**src/rtl/instr_mem_loader_if.sv**
```systemverilog
// instr_mem_loader_if
// Bundles the loader's byte stream, fetch request, memory write/read port and
// status signals. Clock and reset are kept as plain ports on the loader.
//
// Modports:
//   slave  - the loader: consumes i_* (debug unit + pipeline), drives o_*.
//   master - the environment (debug unit, pipeline, memory): drives i_*, sees o_*.
interface instr_mem_loader_if #(
    parameter int MEMORY_WIDTH = 8,
    parameter int MEMORY_DEPTH = 64,
    parameter int NB_ADDR      = 32
) ();
    localparam int NB_COUNT = $clog2(MEMORY_DEPTH) + 1;

    logic                    i_load_start;
    logic                    i_rx_valid;
    logic [MEMORY_WIDTH-1:0] i_rx_data;
    logic                    i_fetch_enable;
    logic [NB_ADDR-1:0]      i_pc;

    logic                    o_mem_write_enable;
    logic [NB_ADDR-1:0]      o_mem_write_addr;
    logic [MEMORY_WIDTH-1:0] o_mem_write_data;
    logic                    o_mem_read_enable;
    logic [NB_ADDR-1:0]      o_mem_read_addr;
    logic                    o_fetch_stall;
    logic                    o_program_loaded;
    logic                    o_load_full;
    logic [NB_COUNT-1:0]     o_byte_count;

    modport slave (
        input  i_load_start, i_rx_valid, i_rx_data, i_fetch_enable, i_pc,
        output o_mem_write_enable, o_mem_write_addr, o_mem_write_data,
               o_mem_read_enable, o_mem_read_addr, o_fetch_stall,
               o_program_loaded, o_load_full, o_byte_count
    );

    modport master (
        output i_load_start, i_rx_valid, i_rx_data, i_fetch_enable, i_pc,
        input  o_mem_write_enable, o_mem_write_addr, o_mem_write_data,
               o_mem_read_enable, o_mem_read_addr, o_fetch_stall,
               o_program_loaded, o_load_full, o_byte_count
    );
endinterface

```
**src/rtl/instr_mem_loader.sv**
```systemverilog
// instr_mem_loader
// Owns the write side of the instruction memory and gates its read side.
// Bytes from the debug unit are written to consecutive byte addresses; the
// session ends on a word-aligned HALT_WORD or when memory is full. Fetch is
// blocked until a session has completed with HALT.
//
// Ports:
//   i_clock  - system clock, rising edge
//   i_reset  - asynchronous, active-high reset
//   bus      - instr_mem_loader_if.slave (byte stream in, fetch request in,
//              memory write/read port out, stall and status out)
//
// state | meaning
// ------+----------------------------------------------------------
// IDLE  | no session; fetch passes through once a program is loaded
// LOAD  | writing received bytes, checking aligned words for HALT
// DONE  | session just ended; one cycle before returning to IDLE
module instr_mem_loader #(
    parameter int                    MEMORY_WIDTH   = 8,
    parameter int                    MEMORY_DEPTH   = 64,
    parameter int                    NB_ADDR        = 32,
    parameter int                    NB_INSTRUCTION = 32,
    parameter logic [NB_INSTRUCTION-1:0] HALT_WORD  = 32'hFFFF_FFFF
) (
    input  logic          i_clock,
    input  logic          i_reset,
    instr_mem_loader_if.slave bus
);
    localparam int NB_COUNT = $clog2(MEMORY_DEPTH) + 1;

    typedef enum logic [1:0] {
        IDLE = 2'd0,
        LOAD = 2'd1,
        DONE = 2'd2
    } state_t;

    state_t                    state;
    logic [NB_COUNT-1:0]       byte_count;
    logic [NB_INSTRUCTION-1:0] word;
    logic                      wr_en;
    logic [NB_ADDR-1:0]        wr_addr;
    logic [MEMORY_WIDTH-1:0]   wr_data;
    logic                      program_loaded;
    logic                      load_full;

    logic [NB_COUNT-1:0]       next_count;
    logic [NB_INSTRUCTION-1:0] next_word;

    always_comb begin
        next_count = byte_count + 1'b1;
        next_word  = {word[NB_INSTRUCTION-MEMORY_WIDTH-1:0], bus.i_rx_data};
    end

    always_ff @(posedge i_clock or posedge i_reset) begin
        if (i_reset) begin
            state          <= IDLE;
            byte_count     <= '0;
            word           <= '0;
            wr_en          <= 1'b0;
            wr_addr        <= '0;
            wr_data        <= '0;
            program_loaded <= 1'b0;
            load_full      <= 1'b0;
        end else begin
            wr_en <= 1'b0;
            case (state)
                IDLE: begin
                    // A byte coincident with the start pulse is dropped on purpose.
                    if (bus.i_load_start) begin
                        state          <= LOAD;
                        byte_count     <= '0;
                        word           <= '0;
                        program_loaded <= 1'b0;
                        load_full      <= 1'b0;
                    end
                end
                LOAD: begin
                    if (bus.i_rx_valid) begin
                        wr_en      <= 1'b1;
                        wr_addr    <= NB_ADDR'(byte_count);
                        wr_data    <= bus.i_rx_data;
                        byte_count <= next_count;
                        word       <= next_word;
                        // HALT only counts on word boundaries; it wins over
                        // "full" when both happen on the last byte.
                        if (next_count[1:0] == 2'b00 && next_word == HALT_WORD) begin
                            state          <= DONE;
                            program_loaded <= 1'b1;
                        end else if (next_count == NB_COUNT'(MEMORY_DEPTH)) begin
                            state     <= DONE;
                            load_full <= 1'b1;
                        end
                    end
                end
                DONE:    state <= IDLE;
                default: state <= IDLE;
            endcase
        end
    end

    assign bus.o_mem_write_enable = wr_en;
    assign bus.o_mem_write_addr   = wr_addr;
    assign bus.o_mem_write_data   = wr_data;
    assign bus.o_program_loaded   = program_loaded;
    assign bus.o_load_full        = load_full;
    assign bus.o_byte_count       = byte_count;

    assign bus.o_mem_read_enable  = bus.i_fetch_enable & program_loaded & (state == IDLE);
    assign bus.o_mem_read_addr    = bus.i_pc;
    assign bus.o_fetch_stall      = (state != IDLE) | ~program_loaded;
endmodule
```
**src/flat_wrapper.sv**
```systemverilog
// flat-port wrapper written by rule: the top's interface ports become plain ports
module instr_mem_loader_flat 
#(
    parameter int                    MEMORY_WIDTH   = 8,
    parameter int                    MEMORY_DEPTH   = 64,
    parameter int                    NB_ADDR        = 32,
    parameter int                    NB_INSTRUCTION = 32,
    parameter logic [NB_INSTRUCTION-1:0] HALT_WORD  = 32'hFFFF_FFFF
)
  (i_clock, i_reset, bus_i_load_start, bus_i_rx_valid, bus_i_rx_data, bus_i_fetch_enable, bus_i_pc, bus_o_mem_write_enable, bus_o_mem_write_addr, bus_o_mem_write_data, bus_o_mem_read_enable, bus_o_mem_read_addr, bus_o_fetch_stall, bus_o_program_loaded, bus_o_load_full, bus_o_byte_count);
  instr_mem_loader_if #(.MEMORY_WIDTH(MEMORY_WIDTH), .MEMORY_DEPTH(MEMORY_DEPTH), .NB_ADDR(NB_ADDR)) bus_i ();
  input  logic i_clock;
  input  logic i_reset;
  input wire logic [$bits(bus_i.i_load_start)-1:0] bus_i_load_start;
  input wire logic [$bits(bus_i.i_rx_valid)-1:0] bus_i_rx_valid;
  input wire logic [$bits(bus_i.i_rx_data)-1:0] bus_i_rx_data;
  input wire logic [$bits(bus_i.i_fetch_enable)-1:0] bus_i_fetch_enable;
  input wire logic [$bits(bus_i.i_pc)-1:0] bus_i_pc;
  output wire logic [$bits(bus_i.o_mem_write_enable)-1:0] bus_o_mem_write_enable;
  output wire logic [$bits(bus_i.o_mem_write_addr)-1:0] bus_o_mem_write_addr;
  output wire logic [$bits(bus_i.o_mem_write_data)-1:0] bus_o_mem_write_data;
  output wire logic [$bits(bus_i.o_mem_read_enable)-1:0] bus_o_mem_read_enable;
  output wire logic [$bits(bus_i.o_mem_read_addr)-1:0] bus_o_mem_read_addr;
  output wire logic [$bits(bus_i.o_fetch_stall)-1:0] bus_o_fetch_stall;
  output wire logic [$bits(bus_i.o_program_loaded)-1:0] bus_o_program_loaded;
  output wire logic [$bits(bus_i.o_load_full)-1:0] bus_o_load_full;
  output wire logic [$bits(bus_i.o_byte_count)-1:0] bus_o_byte_count;
  assign bus_i.i_load_start = bus_i_load_start;
  assign bus_i.i_rx_valid = bus_i_rx_valid;
  assign bus_i.i_rx_data = bus_i_rx_data;
  assign bus_i.i_fetch_enable = bus_i_fetch_enable;
  assign bus_i.i_pc = bus_i_pc;
  assign bus_o_mem_write_enable = bus_i.o_mem_write_enable;
  assign bus_o_mem_write_addr = bus_i.o_mem_write_addr;
  assign bus_o_mem_write_data = bus_i.o_mem_write_data;
  assign bus_o_mem_read_enable = bus_i.o_mem_read_enable;
  assign bus_o_mem_read_addr = bus_i.o_mem_read_addr;
  assign bus_o_fetch_stall = bus_i.o_fetch_stall;
  assign bus_o_program_loaded = bus_i.o_program_loaded;
  assign bus_o_load_full = bus_i.o_load_full;
  assign bus_o_byte_count = bus_i.o_byte_count;
  instr_mem_loader #(.MEMORY_WIDTH(MEMORY_WIDTH), .MEMORY_DEPTH(MEMORY_DEPTH), .NB_ADDR(NB_ADDR), .NB_INSTRUCTION(NB_INSTRUCTION), .HALT_WORD(HALT_WORD)) u_core (.i_clock(i_clock), .i_reset(i_reset), .bus(bus_i));
endmodule
```
**config.mk**
```make
export PLATFORM = sky130hd
export DESIGN_NAME = instr_mem_loader_flat
export DESIGN_NICKNAME = d
export VERILOG_FILES = /design/src/rtl/instr_mem_loader_if.sv /design/src/rtl/instr_mem_loader.sv /design/src/flat_wrapper.sv
export SDC_FILE = /design/constraint.sdc
export NUM_CORES = 1
export LEC_CHECK = 0
export CAP_MARGIN = 20
export CORE_ASPECT_RATIO = 1.1
export CORE_MARGIN = 2
export CORE_UTILIZATION = 43
export DETAILED_ROUTE_END_ITERATION = 12
export PLACE_DENSITY = 0.95
export SYNTH_ARGS = -nofsm -noshare
export SYNTH_HDL_FRONTEND = slang
export SYNTH_SLANG_ARGS = --single-unit
```
**constraint.sdc**
```tcl
create_clock -name i_clock -period 2.75 [get_ports i_clock]
set_input_delay 0.825 -clock i_clock [delete_from_list [all_inputs] [get_ports i_clock]]
set_output_delay 0.825 -clock i_clock [all_outputs]
set_load 0.03 [all_outputs]
```
======== After elaboration in Yosys (flattened, before gate mapping) ========
Index checks and enable logic that the tools add are counted.
word-level totals
  output and inout bits ................... 84
  register bits after elaboration ......... 51
  word-level logic and storage cells ...... 53
  input bits .............................. 45
cells by class
  reduce and logical (&&, ||, !) cells .... 10
  equal/unequal tests ..................... 9
  bitwise gates (word level) .............. 4
  add/subtract/negate cells ............... 1
  mux-type cells .......................... 21
operator list
  cell                    count
  $mux W24                2
  $pmux W24 S2            1
  $eq A32 B32 Y1 const B  1
  $mux W7                 2
  $pmux W7 S2             1
  $mux W1                 8
  $mux W2                 4
  $add A7 B1 Y7 const B   1
  $eq A7 B7 Y1 const B    1
  $ne A2 B2 Y1 const B    3
  $reduce_and A3 Y1       2
  $reduce_and A5 Y1       1
  $logic_not A2 Y1        2
  $ne A2 B1 Y1 const B    2
  $pmux W1 S2             2
  $pmux W2 S2             1
  $reduce_and A4 Y1       1
  $reduce_bool A2 Y1      2
  $ne A3 B1 Y1 const B    1
  $and A1 B1 Y1           2
  $eq A2 B1 Y1 const B    1
  $reduce_and A2 Y1       1
  $logic_and A1 B1 Y1     1
  $not A1 Y1              1
  $or A1 B1 Y1            1

======== Logic depth before layout (Yosys ltp) ========
Gate-level depths: netlist (run 1).
  depth after elaboration ................. 6
  depth in mapped cells ................... 6
  depth with buffers taken out ............ 6

======== Worst setup path before layout (run 1) ========
OpenSTA, ideal clock, no wires.
  kind .................................... in2out
  from .................................... in bus_i_fetch_enable
  to ...................................... out bus_o_mem_read_enable
  arrival ................................. 1.137 ns
  stages .................................. 1
  setup slack ............................. 0.788 ns
  path buffers ............................ 0
  required time ........................... 1.925 ns
  cell sequence ........................... and3_1
between the ends
  word-level cells in the longest chain between the ends .. 2
ends and longest elaborated chain
  item                         line                     text
  start: declaration           flat_wrapper.sv:17       input wire logic [$bits(bus_i.i_fetch_enable)-1:0] bus_i_fetch_enable;
  $and A1 B1 Y1 (2 in series)  instr_mem_loader.sv:108  assign bus.o_mem_read_enable = bus.i_fetch_enable & program_loaded & (state == IDLE);
  end: declaration             flat_wrapper.sv:22       output wire logic [$bits(bus_i.o_mem_read_enable)-1:0] bus_o_mem_read_enable;
Every way passes these cells.

======== Worst setup path after layout (run 1) ========
  from .................................... reg u_core.state[0]
  to ...................................... out bus_o_fetch_stall
between the ends
  word-level cells in the longest chain between the ends .. 2
ends and longest elaborated chain
  item                      line                     text
  start: declaration        instr_mem_loader.sv:37   state_t state;
  start signal: assignment  instr_mem_loader.sv:56   state <= IDLE;
  start signal: assignment  instr_mem_loader.sv:70   state <= LOAD;
  start signal: assignment  instr_mem_loader.sv:87   state <= DONE;
  $reduce_bool A2 Y1        instr_mem_loader.sv:110  assign bus.o_fetch_stall = (state != IDLE) | ~program_loaded;
  $or A1 B1 Y1              instr_mem_loader.sv:110
  end: declaration          flat_wrapper.sv:24       output wire logic [$bits(bus_i.o_fetch_stall)-1:0] bus_o_fetch_stall;
Every way passes these cells.

==> metrics.cfg, run 1 <==
[synthesis]
synthDistinctLibCells = 34
synth_edf_count = 0
synth_area_per_cell_um2 = 9.911
async_flop_share_pct = 100.0
synth_most_common_cell = nand2_1
synth_area_um2 = 2527
syn-instance-count = 255
synth_top_cell_area_share_pct = 50.50
synth_common_cells = nand2_1 (61), buf_4 (58), dfrtp_1 (51)
synth_warnings = 0
ys.flop_type = dfrtp_1
yosysSeqAreaShare_pct = 50.50
ys_top_cells_by_area = dfrtp_1 (50%), buf_4 (17%), nand2_1 (9.1%)
synth_area_leader_cell = dfrtp_1
ys_ff_latch = 51

[drt]
drtIter0Drc = 88
firstDrtPassIters = 4
drc = 0
wl_per_cell_um = 14.03
wl_um = 4769
vias = 1722
drtAntennaViolNets = 0
via_per_inst = 5.065

[worst_setup_path]
cp_data_arrival_time_ps = 1680
crit_fanout = 4
worstPathRequired_ps = 1930
cpMaxStageDelayCell = clkdlybuf4s50_1
crit_chain = nor2_1, nand2_1, clkdlybuf4s50_1
timing.rr.end = u_core.bus.o_load_full
worstSetupStartpointType = register
critical_path_class = reg2out
cp-endpoint = bus_o_fetch_stall
rr_startpoint = u_core.bus.o_byte_count[0]
r2r_cells = 5
crit_path_start = u_core.state[0]
end_kind = primary output
rrSetupSlack_ps = 970
cp_slowest_stage_delay_ps = 600

[cells_and_area]
drive_above_1_share_pct = 6.464
nets = 308
num-fill-cells = 542
syn2layout_area_growth_pct = 9.604
post-route-util_pct = 48.32
n_antenna_cell = 0

[timing]
min_period_over_period_pct = 91.25
final-setup-viol-count = 0
maxSlewViolCount = 0
finalHoldViolCount = 0
clock_skew_ps = 8.370
tns_ps = 0
fmax_mhz = 398.5
rsz0062_at_grt = no
layout_min_cycle_time_ps = 2509

[global_routing]
antenna_found_initial = 0
met2_usage_pct = 24.80
grt_pass1_vias = 1633
met1_usage_pct = 17.77
grt.total_usage_pct = 14.34
grt-ovfl-total = 0
gr-usage-met3_pct = 2.688
grt.busiest_layer = met2
grt_max_degree = 33
grt_pass1_wl_um = 7603

[place]
io_buffers = 39
gp_congestion = 0.7912
place.detailed.hpwl_um = 3410

[die]
coreArea_um2 = 5733
dieArea_um2 = 6508
rows = 29
initial_core_util_pct = 44.09
die_w_um = 77.10
die_y_um = 84.41
io_pins = 129

[power]
sequentialPowerShare_pct = 44.0
power.density_nw_per_um2 = 937.1
clkPwrFrac_pct = 20.4
p_int_uw = 1624
p_leak_uw = 0.001316
p_sw_share_pct = 37.45
p_comb_share_pct = 35.6
irDropWorstVdd_mv = 0.5222
p_switching_uw = 972.2

[clock_tree]
cts_setup_buffers = 0
hold_buffers = 0
clock-sinks = 51
htree_levels = 2
path_clk_slew_ps = 90
cts_tree = yes
post_cts_resize_count = 0
numCtsBuffers = 5
cts-root-buf = clkbuf_8
insertion_delay_ps = 300
clockBufferDepth = 2

[min_path]
hp-class = reg2reg

[run_status]
status = complete, no violations

[run]
cap_violations = 0

## layout make-up
cell class | instances | area [um2] | area share (%)
Clock inverter | 2 | 35.03 | 1.265
Sequential cell | 51 | 1276 | 46.07
Timing Repair Buffer | 43 | 442.9 | 15.99
Multi-Input combinational cell | 159 | 829.5 | 29.95
Tap cell | 77 | 96.34 | 3.478
Clock buffer | 6 | 82.58 | 2.981
Inverter | 2 | 7.507 | 0.2710
## worst min path at each step
stage	start	to	slack, ps	cells past startpoint
after detailed placement	u_core.bus.o_mem_write_data[2]	u_core.bus.o_mem_write_data[2]	460	2
after global placement	u_core.bus.o_mem_write_addr[6]	u_core.bus.o_mem_write_addr[6]	460	2
final	u_core.bus.o_mem_write_data[2]	u_core.bus.o_mem_write_data[2]	480	2
after CTS	u_core.bus.o_mem_write_data[2]	u_core.bus.o_mem_write_data[2]	480	2
after floorplan	u_core.word[1]	u_core.word[1]	470	2
after global routing	u_core.bus.o_mem_write_data[7]	u_core.bus.o_mem_write_data[7]	510	2
## metrics by stage
step | total power [uW] | setup slack (ps) | hold WS (ps) | instances | area [um2]
after floorplan | 1883 | 695.5 | 466.3 | 279 | 2618
after global placement | 2038 | 354.9 | 457.2 | 332 | 2653
after detailed placement | 2075 | 320.8 | 462.1 | 332 | 2653
after CTS | 2606 | 232.5 | 484.2 | 340 | 2770
after global routing | 2733 | 145.5 | 514.4 | 340 | 2770
final | 2596 | 240.7 | 480.2 | 340 | 2770
## layout by cell type, fill, tap and decap left out, types with 2 or more instances in the layout
cell type | synthesis | final
a21oi_1 | 3 | 3
a22o_1 | 22 | 22
buf_12 | 0 | 2
buf_4 | 58 | 3
clkbuf_8 | 0 | 6
clkdlybuf4s50_1 | 0 | 38
conb_1 | 1 | 25
dfrtp_1 | 51 | 51
inv_2 | 1 | 2
nand2_1 | 61 | 61
nand3_1 | 4 | 4
nand4_1 | 7 | 7
nor2_1 | 6 | 6
nor3_1 | 3 | 3
o21a_1 | 2 | 2
o21ai_0 | 2 | 2
o21ai_1 | 8 | 8
## layer usage
layer | up-vias | wire (um)
met5 | - | 0
met4 | 0 | 115
met3 | 16 | 298
met2 | 65 | 2378
met1 | 851 | 1976
li1 | 790 | -
## power by group through the flow
stage / registers (uW) / logic, uW / clock network, uW
2_1_floorplan: 1290 / 592 / 0
4_1_cts: 1140 / 929 / 537
5_1_grt: 1170 / 995 / 574
3_3_place_gp: 1140 / 896 / 0
6_report: 1140 / 924 / 531
3_5_place_dp: 1150 / 925 / 0
## worst max-delay path: cells and delay by family, from the launching register on
kind	cells	cell delay [ps]
buffers and inverters	1	600
flip-flops	1	420
AND/OR/NAND/NOR	2	370
## registers in the layout (all words and copies together), names as in the netlist
signal,count
u_core.bus.o_mem_write_data,8
u_core.bus.o_byte_count,7
u_core.bus.o_program_loaded,1
u_core.bus.o_load_full,1
u_core.bus.o_mem_write_enable,1
u_core.state,2
u_core.bus.o_mem_write_addr,7
u_core.word,24
## cells by family (layout without fill, tap and decap cells)
kind of cell	Yosys count	after routing	share of synthesized area, %
flip-flops	51	51	50.49
other	1	25	0.1484
buffers and inverters	69	53	20.25
XOR/XNOR	2	2	0.6932
AO/OA/AOI/OAI	42	42	12.38
multiplexers	1	1	0.3961
AND/OR/NAND/NOR	88	88	15.15
adder cells (fa/ha/maj)	1	1	0.4950
Power figures use the tool's default switching activity.
==> run 2: changes to the inputs <==
--- a/config.mk
+++ b/config.mk
@@ -8,7 +8,8 @@
 export CAP_MARGIN = 20
 export CORE_ASPECT_RATIO = 1.1
 export CORE_MARGIN = 2
-export CORE_UTILIZATION = 43
+export CORE_UTILIZATION = 44
+export CTS_BUF_LIST = sky130_fd_sc_hd__clkbuf_4
 export DETAILED_ROUTE_END_ITERATION = 12
 export PLACE_DENSITY = 0.95
 export SYNTH_ARGS = -nofsm -noshare
==> run 2 against run 1 <==
Compared with the run above:
- fmax decreased by 0.94%
- routed wire length decreased by 2.1%
- largest power group unchanged
- first-iteration DRC count fell by 14%
==> metrics.cfg, run 2 (synthesized netlist as in run 1, its figures left out) <==
[global_routing]
grt_max_degree = 52  ; +58%
met1_usage_pct = 19.56  ; +1.8 points
grt.busiest_layer = met2
grt.total_usage_pct = 14.81  ; +0.47 points
grt_pass1_vias = 1659  ; +1.6%
grt-ovfl-total = 0  ; unchanged
met2_usage_pct = 23.09  ; -1.7 points
gr-usage-met3_pct = 2.597  ; -0.091 points
grt_pass1_wl_um = 7707  ; +1.4%
antenna_found_initial = 0  ; unchanged

[power]
clkPwrFrac_pct = 13.5  ; -6.9 points
power.density_nw_per_um2 = 883.1  ; -5.8%
p_int_uw = 1422  ; -12%
p_switching_uw = 953.9  ; -1.9%
irDropWorstVdd_mv = 0.5811  ; +11%
p_sw_share_pct = 40.15  ; +2.7 points
p_leak_uw = 0.001282  ; -2.6%
p_comb_share_pct = 38.3  ; +2.7 points
sequentialPowerShare_pct = 48.2  ; +4.2 points

[cells_and_area]
final_common_cell = nand2_1
largest_register_ff_count = 24  ; unchanged
drive_above_1_share_pct = 5.703  ; -0.76 points
regMostFlops = u_core.word
final_cell_area_um2 = 2690  ; -2.9%
num-fill-cells = 521  ; -3.9%
nets = 308  ; unchanged
n_antenna_cell = 0  ; unchanged
syn2layout_area_growth_pct = 6.436
post-route-util_pct = 49.22  ; +0.90 points
layout_common_cells = nand2_1 (61), dfrtp_1 (51), clkdlybuf4s50_1 (38), conb_1 (25), a22o_1 (22)

[place]
gp_congestion = 0.8190  ; +3.5%
place.detailed.hpwl_um = 3270  ; -4.1%
io_buffers = 39  ; unchanged
placed_area_um2 = 2638  ; -0.57%

[run_status]
status = complete, no violations

[timing]
rsz0062_at_grt = no
final-setup-viol-count = 0  ; unchanged
tns_ps = 0  ; unchanged
min_period_over_period_pct = 92.11  ; +0.87 points
fmax_mhz = 394.8  ; -0.94%
maxSlewViolCount = 0  ; unchanged
clock_skew_ps = 15.75  ; +7.377 ps
finalHoldViolCount = 0  ; unchanged
layout_min_cycle_time_ps = 2533  ; +23.91 ps
holdWs_ps = 493.6  ; +13.38 ps

[clock_tree]
cts_tree = yes
htree_levels = 2  ; unchanged
path_clk_slew_ps = 140  ; +50 ps
cts_setup_buffers = 0  ; unchanged
cts-root-buf = clkbuf_4
numCtsBuffers = 5  ; unchanged
insertion_delay_ps = 370  ; +70 ps
post_cts_resize_count = 0  ; unchanged
hold_buffers = 0  ; unchanged
clockBufferDepth = 2  ; unchanged
clock-sinks = 51  ; unchanged

[worst_setup_path]
critical_path_class = reg2out
rrSetupSlack_ps = 990  ; +20 ps
end_kind = primary output
cp_data_arrival_time_ps = 1710  ; +30 ps
worstSetupStartpointType = register
crit_fanout = 4  ; unchanged
worstPathRequired_ps = 1930  ; about the same

[drt]
wl_per_cell_um = 13.82  ; -1.5%
drtAntennaViolNets = 0  ; unchanged
via_per_inst = 5.050  ; -0.28%
firstDrtPassIters = 4  ; unchanged
drtIter0Drc = 76  ; -14%
vias = 1707  ; -0.87%
wl_um = 4670  ; -2.1%
drc = 0  ; unchanged

[die]
initial_core_util_pct = 46.25  ; +2.2 points
io_pins = 129  ; unchanged
die_y_um = 83.49  ; -1.1%
coreArea_um2 = 5465  ; -4.7%
rows = 28  ; -3.4%
dieArea_um2 = 6367  ; -2.2%
die_w_um = 76.27  ; -1.1%

[run]
cap_violations = 0  ; unchanged

[min_path]
hp-class = reg2reg

## run 2: cell count changes in the layout (fill, tap and decap cells not counted)
cell / before / now
bufinv_16: 1 / 0
clkbuf_4: 0 / 6
clkbuf_8: 6 / 0
buf_4: 3 / 4
clkinv_1: 0 / 2
clkinv_2: 1 / 0
buf_12: 2 / 1
## run 2: power groups by stage
stage          sequential [uW]  clock [uW]  combinational (uW)
2_1_floorplan             1290           0                 592
3_3_place_gp              1140           0                 884
3_5_place_dp              1150           0                 919
4_1_cts                   1140         329                 918
5_1_grt                   1170         360                 990
6_report                  1140         322                 909
## run 2: per-stage QoR
step	setup WS [ps]	std cells	power, uW
6_report	216.8	338	2376
5_1_grt	120.9	338	2519
4_1_cts	195.1	338	2389
3_5_place_dp	337.2	330	2072
3_3_place_gp	358.3	330	2024
2_1_floorplan	695.5	279	1883
## run 2: area by class of cell
| type | count | area, um2 | share of cell area, % |
|---|---|---|---|
| well taps | 75 | 93.84 | 3.488 |
| flip-flops and latches | 51 | 1276 | 47.44 |
| repair buffers | 43 | 430.4 | 16.00 |
| inverters | 2 | 7.507 | 0.2791 |
| clock buffers | 6 | 45.04 | 1.674 |
| clock inverters | 2 | 7.507 | 0.2791 |
| multi-input cells | 159 | 829.5 | 30.84 |
## run 2: per-layer routing
metal / wire length, um / part of all wire [%]
met5: 0 / 0
met4: 109 / 2.3
met3: 259 / 5.5
met2: 2254 / 48
met1: 2047 / 44
## run 2: final timing paths
path | from | to | depth (start not counted)
min | u_core.bus.o_mem_write_addr[4] | u_core.bus.o_mem_write_addr[4] | 2
max in group asynchronous | i_reset | u_core.word[7] | 3
max reg2reg | u_core.bus.o_byte_count[0] | u_core.bus.o_load_full | 5
min reg2reg | u_core.bus.o_mem_write_addr[4] | u_core.bus.o_mem_write_addr[4] | 2
max | u_core.state[0] | bus_o_fetch_stall | 3
min in group asynchronous | i_reset | u_core.bus.o_mem_write_addr[4] | 3
## run 2: critical path, stage by stage, from the launching register on
cell and delay [ps]:
dfrtp_1 440, nor2_1 230, nand2_1 80, clkdlybuf4s50_1 590
==> run 3: changes to the inputs <==
--- a/config.mk
+++ b/config.mk
@@ -12,6 +12,7 @@
 export CTS_BUF_LIST = sky130_fd_sc_hd__clkbuf_4
 export DETAILED_ROUTE_END_ITERATION = 12
 export PLACE_DENSITY = 0.95
+export RECOVER_POWER = 25
 export SYNTH_ARGS = -nofsm -noshare
 export SYNTH_HDL_FRONTEND = slang
 export SYNTH_SLANG_ARGS = --single-unit
==> run 3 against run 2 <==
Compared with the run above:
- cell area decreased by 0.56%
- largest power group unchanged
- register-to-register slack is essentially flat
- first-iteration DRC count unchanged
- sequential power about the same
- count of clock-buffer cells in the layout did not move
- global-route usage stayed put
- routed wire length about the same
- worst hold slack did not move
==> metrics.cfg, run 3 (synthesized netlist as in run 1, its figures left out) <==
[timing]
rsz0062_at_grt = no
clock_skew_ps = 15.75  ; unchanged
final-setup-viol-count = 0  ; unchanged
fmax_mhz = 394.8  ; unchanged
holdWs_ps = 493.6  ; unchanged
tightest_slew_ps = 1194
max_slew_margin_pct = 20.41
layout_min_cycle_time_ps = 2533  ; unchanged
tns_ps = 0  ; unchanged
maxSlewViolCount = 0  ; unchanged
finalHoldViolCount = 0  ; unchanged
min_period_over_period_pct = 92.11  ; unchanged

[die]
die_w_um = 76.27  ; unchanged
rows = 28  ; unchanged
die_y_um = 83.49  ; unchanged
dieArea_um2 = 6367  ; unchanged
io_pins = 129  ; unchanged
initial_core_util_pct = 46.25  ; unchanged
coreArea_um2 = 5465  ; unchanged

[power]
power.density_nw_per_um2 = 886.8  ; +0.41%
power.total_uw = 2372  ; -0.15%
irDropWorstVdd_mv = 0.5811  ; about the same
p_leak_uw = 0.001275  ; -0.60%

[clock_tree]
hold_buffers = 0  ; unchanged
cts_setup_buffers = 0  ; unchanged
insertion_delay_ps = 370  ; about the same
clockBufferDepth = 2  ; unchanged
cts-root-buf = clkbuf_4
post_cts_resize_count = 0  ; unchanged
cts_tree = yes
path_clk_slew_ps = 140  ; about the same
clock-sinks = 51  ; unchanged
numCtsBuffers = 5  ; unchanged
htree_levels = 2  ; unchanged

[global_routing]
grt.busiest_layer = met2
grt_pass1_wl_um = 7707  ; unchanged
gr-usage-met3_pct = 2.597  ; unchanged
antenna_found_initial = 0  ; unchanged
grt_max_degree = 52  ; unchanged
met2_usage_pct = 23.09  ; unchanged
grt.total_usage_pct = 14.81  ; unchanged
grt-ovfl-total = 0  ; unchanged
met1_usage_pct = 19.56  ; unchanged
grt_pass1_vias = 1659  ; unchanged

[cells_and_area]
num-fill-cells = 523  ; +0.38%
syn2layout_area_growth_pct = 5.842
post-route-util_pct = 48.95  ; -0.27 points
nets = 308  ; unchanged
n_antenna_cell = 0  ; unchanged
final_common_cell = nand2_1
final_cell_area_um2 = 2675  ; -0.56%
regMostFlops = u_core.word
layout_common_cells = nand2_1 (61), dfrtp_1 (51), clkdlybuf4s50_1 (37), conb_1 (25), a22o_1 (22)
drive_above_1_share_pct = 5.323  ; -0.38 points
largest_register_ff_count = 24  ; unchanged

[worst_setup_path]
critical_path_class = reg2out
timing.rr.end = u_core.bus.o_load_full
cp_slowest_stage_delay_ps = 590  ; about the same
end_kind = primary output
cp-endpoint = bus_o_fetch_stall
worstPathRequired_ps = 1930  ; about the same
crit_chain = nor2_1, nand2_1, clkdlybuf4s50_1
r2r_cells = 5  ; unchanged
rrSetupSlack_ps = 990  ; about the same
rr_startpoint = u_core.bus.o_byte_count[0]
crit_fanout = 4  ; unchanged
cpMaxStageDelayCell = clkdlybuf4s50_1
cp_data_arrival_time_ps = 1710  ; about the same
crit_path_start = u_core.state[0]
worstSetupStartpointType = register

[place]
placed_area_um2 = 2638  ; unchanged
io_buffers = 39  ; unchanged
place.detailed.hpwl_um = 3270  ; unchanged
gp_congestion = 0.8190  ; unchanged

[drt]
drtIter0Drc = 76  ; unchanged
vias = 1707  ; unchanged
drc = 0  ; unchanged
wl_um = 4667  ; about the same
drtAntennaViolNets = 0  ; unchanged
firstDrtPassIters = 4  ; unchanged
via_per_inst = 5.050  ; unchanged
wl_per_cell_um = 13.81  ; about the same

[run_status]
status = complete, no violations

[run]
cap_violations = 0  ; unchanged

[min_path]
hp-class = reg2reg
worstHoldStart = u_core.bus.o_mem_write_addr[4]

-- run 3: final cells by class --
class	count	area [um2]	share of cell area, %
Clock buffer	6	45.04	1.684
Clock inverter	2	7.507	0.2806
Timing Repair Buffer	43	415.4	15.53
Inverter	2	7.507	0.2806
Tap cell	75	93.84	3.508
Sequential cell	51	1276	47.71
Multi-Input combinational cell	159	829.5	31.01
-- run 3: through the flow --
stage / setup WS, ps / std cells
2_1_floorplan: 695.5 / 279
3_3_place_gp: 358.3 / 330
3_5_place_dp: 337.2 / 330
4_1_cts: 195.1 / 338
5_1_grt: 120.9 / 338
6_report: 216.8 / 338
-- run 3: worst min path at each step --
stage,endpoint,depth (start not counted)
6_report,u_core.bus.o_mem_write_addr[4],2
5_1_grt,u_core.bus.o_mem_write_addr[1],2
4_1_cts,u_core.bus.o_mem_write_addr[4],2
3_5_place_dp,u_core.bus.o_mem_write_addr[1],2
3_3_place_gp,u_core.bus.o_mem_write_addr[3],2
2_1_floorplan,u_core.word[1],2
-- run 3: worst max-delay path: cells and delay by family, from the launching register on --
| family | cells | cell delay, ps |
|---|---|---|
| AND/OR/NAND/NOR | 2 | 310 |
| flip-flops | 1 | 440 |
| buffers and inverters | 1 | 590 |
-- run 3: per-layer routing --
layer / share of wire, % / vias to the layer above
li1: - / 787
met1: 44 / 841
met3: 5.5 / 17
met2: 48 / 62
met5: 0 / -
met4: 2.3 / 0
-- run 3: power breakdown --
part           switching [uW]  total (uW)  internal, uW
Sequential                178        1140           967
Combinational             559         906           347
Clock                     217         322           105
